### config.mk
export PLATFORM = sky130hd
export DESIGN_NAME = sr_flag_bank
export DESIGN_NICKNAME = d
export VERILOG_FILES = /design/src/rtl/sr_flag_pkg.sv /design/src/rtl/sr_flag_cell.sv /design/src/rtl/sr_flag_bank.sv
export SDC_FILE = /design/constraint.sdc
export NUM_CORES = 1
export LEC_CHECK = 0
export ABC_AREA = 1
export CAP_MARGIN = 20
export CORE_AREA = 2 2 39 41
export DETAILED_ROUTE_END_ITERATION = 8
export DIE_AREA = 0 0 41 43
export PLACE_DENSITY = 0.65
export SLEW_MARGIN = 20
export SYNTH_ARGS = -nofsm -noshare
export SYNTH_HDL_FRONTEND = slang
export SYNTH_HIERARCHICAL = 1
export SYNTH_SLANG_ARGS = --single-unit
### constraint.sdc
create_clock -name clock -period 0.8 [get_ports clock]
set_input_delay 0.16 -clock clock [delete_from_list [all_inputs] [get_ports clock]]
set_output_delay 0.16 -clock clock [all_outputs]
set_load 0.1 [all_outputs]
### src/rtl/sr_flag_pkg.sv
// Shared mode constants and the set/clear contention resolver for the flag bank.
package sr_flag_pkg;

    localparam int unsigned MODE_RST_DOM = 0;
    localparam int unsigned MODE_SET_DOM = 1;
    localparam int unsigned MODE_TOGGLE  = 2;
    localparam int unsigned MODE_HOLD    = 3;

    // Next flag value for one channel from its set/clear requests and the current value.
    function automatic logic resolve_q(input logic set_i, input logic clr_i,
                                       input logic q_i, input int unsigned mode);
        logic nq;
        nq = q_i;
        if (set_i && !clr_i) begin
            nq = 1'b1;
        end else if (!set_i && clr_i) begin
            nq = 1'b0;
        end else if (set_i && clr_i) begin
            case (mode)
                MODE_RST_DOM: nq = 1'b0;
                MODE_SET_DOM: nq = 1'b1;
                MODE_TOGGLE:  nq = ~q_i;
                default:      nq = q_i;
            endcase
        end
        return nq;
    endfunction

endpackage

### src/rtl/sr_flag_cell.sv
// One set/reset flag channel with optional auto-clear timeout.
// Edge pulse outputs exist only when SR_FLAG_BANK_EDGE_OUT_EN is defined.
module sr_flag_cell
    import sr_flag_pkg::*;
#(
    parameter int unsigned MODE    = 0,
    parameter int unsigned TIMEOUT = 0,
    parameter int unsigned CNT_W   = 8
) (
    input  logic clk_i,
    input  logic rst_i,
    input  logic ce_i,
    input  logic set_i,
    input  logic clr_i,
    output logic q_o,
    output logic q_n_o,
    output logic expired_o
`ifdef SR_FLAG_BANK_EDGE_OUT_EN
    ,
    output logic rise_o,
    output logic fall_o
`endif
);

    localparam logic [CNT_W-1:0] RELOAD = (TIMEOUT == 0) ? '0 : CNT_W'(TIMEOUT - 1);

    logic             q_q, q_d;
    logic             qn_q;
    logic             exp_q, exp_d;
    logic [CNT_W-1:0] cnt_q, cnt_d;

    // Explicit requests take priority; the timeout only steps when neither is present.
    always_comb begin
        q_d   = q_q;
        cnt_d = cnt_q;
        exp_d = 1'b0;
        if (ce_i) begin
            q_d = resolve_q(set_i, clr_i, q_q, MODE);
            if (set_i || clr_i) begin
                cnt_d = q_d ? RELOAD : '0;
            end else if ((TIMEOUT != 0) && q_q) begin
                if (cnt_q != '0) begin
                    cnt_d = cnt_q - CNT_W'(1);
                end else begin
                    q_d   = 1'b0;
                    exp_d = 1'b1;
                end
            end
        end
    end

    always_ff @(posedge clk_i) begin
        if (rst_i) begin
            q_q   <= 1'b0;
            qn_q  <= 1'b1;
            cnt_q <= '0;
            exp_q <= 1'b0;
        end else begin
            q_q   <= q_d;
            qn_q  <= ~q_d;
            cnt_q <= cnt_d;
            exp_q <= exp_d;
        end
    end

    assign q_o       = q_q;
    assign q_n_o     = qn_q;
    assign expired_o = exp_q;

`ifdef SR_FLAG_BANK_EDGE_OUT_EN
    logic rise_q, fall_q;

    always_ff @(posedge clk_i) begin
        if (rst_i) begin
            rise_q <= 1'b0;
            fall_q <= 1'b0;
        end else begin
            rise_q <= ce_i & ~q_q & q_d;
            fall_q <= ce_i & q_q & ~q_d;
        end
    end

    assign rise_o = rise_q;
    assign fall_o = fall_q;
`endif

endmodule

### src/rtl/sr_flag_bank.sv
// Bank of N independent set/reset flags with selectable contention mode and timeout.
// Optional rise/fall pulse ports are enabled by defining SR_FLAG_BANK_EDGE_OUT_EN.
module sr_flag_bank
    import sr_flag_pkg::*;
#(
    parameter int unsigned N       = 4,
    parameter int unsigned MODE    = MODE_RST_DOM,
    parameter int unsigned TIMEOUT = 0,
    parameter int unsigned CNT_W   = 8
) (
    input  logic         clock,
    input  logic         reset,
    input  logic         ce,
    input  logic [N-1:0] set,
    input  logic [N-1:0] clr,
    output logic [N-1:0] q,
    output logic [N-1:0] q_n,
    output logic [N-1:0] expired
`ifdef SR_FLAG_BANK_EDGE_OUT_EN
    ,
    output logic [N-1:0] rise,
    output logic [N-1:0] fall
`endif
);

    if ((N < 1) || (N > 32)) begin : g_bad_n
        $error("sr_flag_bank: N must be in 1..32");
    end
    if (MODE > MODE_HOLD) begin : g_bad_mode
        $error("sr_flag_bank: MODE must be 0..3");
    end
    if (64'(TIMEOUT) >= (64'd1 << CNT_W)) begin : g_bad_timeout
        $error("sr_flag_bank: TIMEOUT must be below 2**CNT_W");
    end

    for (genvar i = 0; i < N; i++) begin : g_ch
        sr_flag_cell #(
            .MODE   (MODE),
            .TIMEOUT(TIMEOUT),
            .CNT_W  (CNT_W)
        ) u_cell (
            .clk_i    (clock),
            .rst_i    (reset),
            .ce_i     (ce),
            .set_i    (set[i]),
            .clr_i    (clr[i]),
            .q_o      (q[i]),
            .q_n_o    (q_n[i]),
            .expired_o(expired[i])
`ifdef SR_FLAG_BANK_EDGE_OUT_EN
            ,
            .rise_o   (rise[i]),
            .fall_o   (fall[i])
`endif
        );
    end

endmodule

==> results.toml <==
[synth]
synth_enable_flop_cells = 0
synth_top_family_by_area = "simple AND/OR/NAND/NOR gates"
synth_common_cells = "nand2_1, dfxtp_1, inv_1"
syn_nets = 63
synthDistinctLibCells = 9
synth_adder_area_share_pct = 0
synth_area_um2 = 360
yosys.area_share.simple_pct = 29.2
ys_seq_area_share_pct = 44.4
synth_compound_area_share_pct = 5.56
synth_warnings = 6
syn_inst = 52
netlist.area_leader.share_pct = 44.4
ys_async_sr_fraction_pct = 0
synth-xor-area-share_pct = 0
synth.avg_cell_area_um2 = 6.93
yosysMostFrequentCell = "nand2_1"
synth_area_leader_cell = "dfxtp_1"
ys_seq_elements = 8
synth_ff_type = "dfxtp_1"
synthMuxAreaShare_pct = 0
synth.top_cells.by_area = "dfxtp_1, nand2_1, buf_4"

[routing]
drtPass1Iterations = 2
ant_nets = 0
wl_per_cell_um = 8.32
drt_wl_total_um = 757
drc = 0
drtIter0Drc = 5
vias = 355
via_per_inst = 3.90

[sta]
fin_skew_ns = 0.0000642
fin_crit_sh_pct = 116
fin_crit_ns = 0.932
setup_viol = 8
worst_slack_ns = -0.132
finalHoldViolations = 0
rsz0062_at_grt = "yes"
max_clock_freq_ghz = 1.07
slew_violations = 0

[worst_setup_path]
critPathLaunchType = "flop"
r2r_cells = 3
worst-path-buf-inv = 1
critPathMaxStageDelay_ns = 0.35
path_depth = 1
cp.required_ns = 0.64
slowest_stage = "dfxtp_4"
crit_chain = "buf_12"
r2r_slack_ns = 0.05
end_kind = "output port"
cpLargestDelayFamily = "flip-flops"
arrival_ns = 0.77
crit_type = "reg2out"
path_max_fanout = 2

[floorplanning]
core_area_um2 = 1380
rows = 14
die_x_um = 41
boundaryPins = 23
start_util_pct = 26.0
die_h_um = 43
die_area_um2 = 1760

[clock_network]
clock-root-buffer = "clkbuf_4"
numCtsBuffers = 3
clk_pin_slew_ns = 0.05
clock-sinks = 8
cts_tree = "built"
cts_buffer_depth = 2
clk_latency_ns = 0.25
h-tree-depth = 1

[final_layout]
fill_cells = 141
antenna_cells = 0
syn_to_final_growth_pct = 99.0
fin_util_pct = 51.8
fin_nets = 88
finalNonFillerCells = 91
drive_gt1_share_pct = 48.0

[placed_design]
place_congestion = 0.588
io_buffer_count = 18
pre_cts_ws_ns = -0.292
placed_cells = 83

[pwr]
power_density_nw_per_um2 = 1730
vdd_drop_max_v = 0.000804
p_leak_uw = 0.000346

[min_path]
min_from = "ce"
worstHoldPathCells = 4
worst_hold_path_type = "in2reg"
hold_end = "g_ch[3].u_cell/q_n_o$_SDFF_PP1_"

[status]
status = "finished, violations left"
violations = "negative setup slack"

[global_routing]
antenna_found_initial = 0
grt_pass1_vias = 308
overflow = 0
grt.total_usage_pct = 10.2
grt_pass1_wl_um = 1190
grt_max_degree = 13

[job]
drv_cap = 0
[worst max path at each step]
stage               from                         endpoint  slack (ns)
global placement      ce  g_ch[0].u_cell/q_n_o$_SDFF_PP1_       -0.28
detailed placement    ce  g_ch[0].u_cell/q_n_o$_SDFF_PP1_       -0.29
global route        flop                             q[1]       -0.16
CTS                 flop                             q[1]       -0.15
finish              flop                             q[1]       -0.13
floorplan           flop  g_ch[0].u_cell/q_n_o$_SDFF_PP1_       -0.01
[worst register-to-register path: stages, from the launching register on]
cell and delay, ns:
dfxtp_4 0.35, buf_4 0.13, a21oi_1 0.11, nor2_1 0.05
[power by group]
group	leakage, uW	switching, uW	total, uW	internal [uW]
clock network	0.0000138	133	304	171
logic	0.000265	320	494	175
registers	0.0000672	20.2	439	419
[layer usage]
layer	part of all wire [%]	track usage, %	vias up
li1	-	-	191
met1	43	12.7	147
met2	46	13.4	17
met3	11	3.66	0
met4	0	8.00	0
met5	0	0	-
[metrics by stage]
step / hold slack, ns / TNS (ns) / power, uW / area, um^2
after floorplan: 0.279 / -0.0148 / 751 / 380
after global placement: 0.501 / -2.14 / 911 / 638
after detailed placement: 0.504 / -2.26 / 913 / 638
after CTS: 0.491 / -1.11 / 1250 / 694
after global routing: 0.346 / -1.18 / 1300 / 717
final: 0.304 / -0.979 / 1240 / 717
[cell families after synthesis]
group / after synthesis
AOI/OAI and AO/OA: 4
buffers and inverters: 12
DFF: 8
other: 4
and+or+nand+nor: 24
[placed cells by master, fill, tap and decap left out, drive strengths merged]
cell type and instances:
nand2 16, buf 14, clkdlybuf4s50 9, inv 8, dfxtp 8, nor2 4, conb 4, nand3 4
a21oi 4, clkbuf 3, dlymetal6s2s 1
[timing repair]
item / 4_1_cts / 5_1_grt
resized for setup: 1 / 5
setup buffers: 4 / 1
endpoints found under the setup margin: 15 / 16
hold buffers: 0 / 0
pin swaps: 0 / 1
cloned: 0 / 1
[layout make-up]
class / instances / area [um^2] / area share, %
Tap cell: 16 / 20.0 / 2.79
Clock buffer: 3 / 22.5 / 3.14
Inverter: 8 / 30.0 / 4.19
Sequential cell: 8 / 180 / 25.1
Timing Repair Buffer: 24 / 309 / 43.1
Multi-Input combinational cell: 32 / 155 / 21.6
No activity file was read; power rests on OpenSTA's default activity.
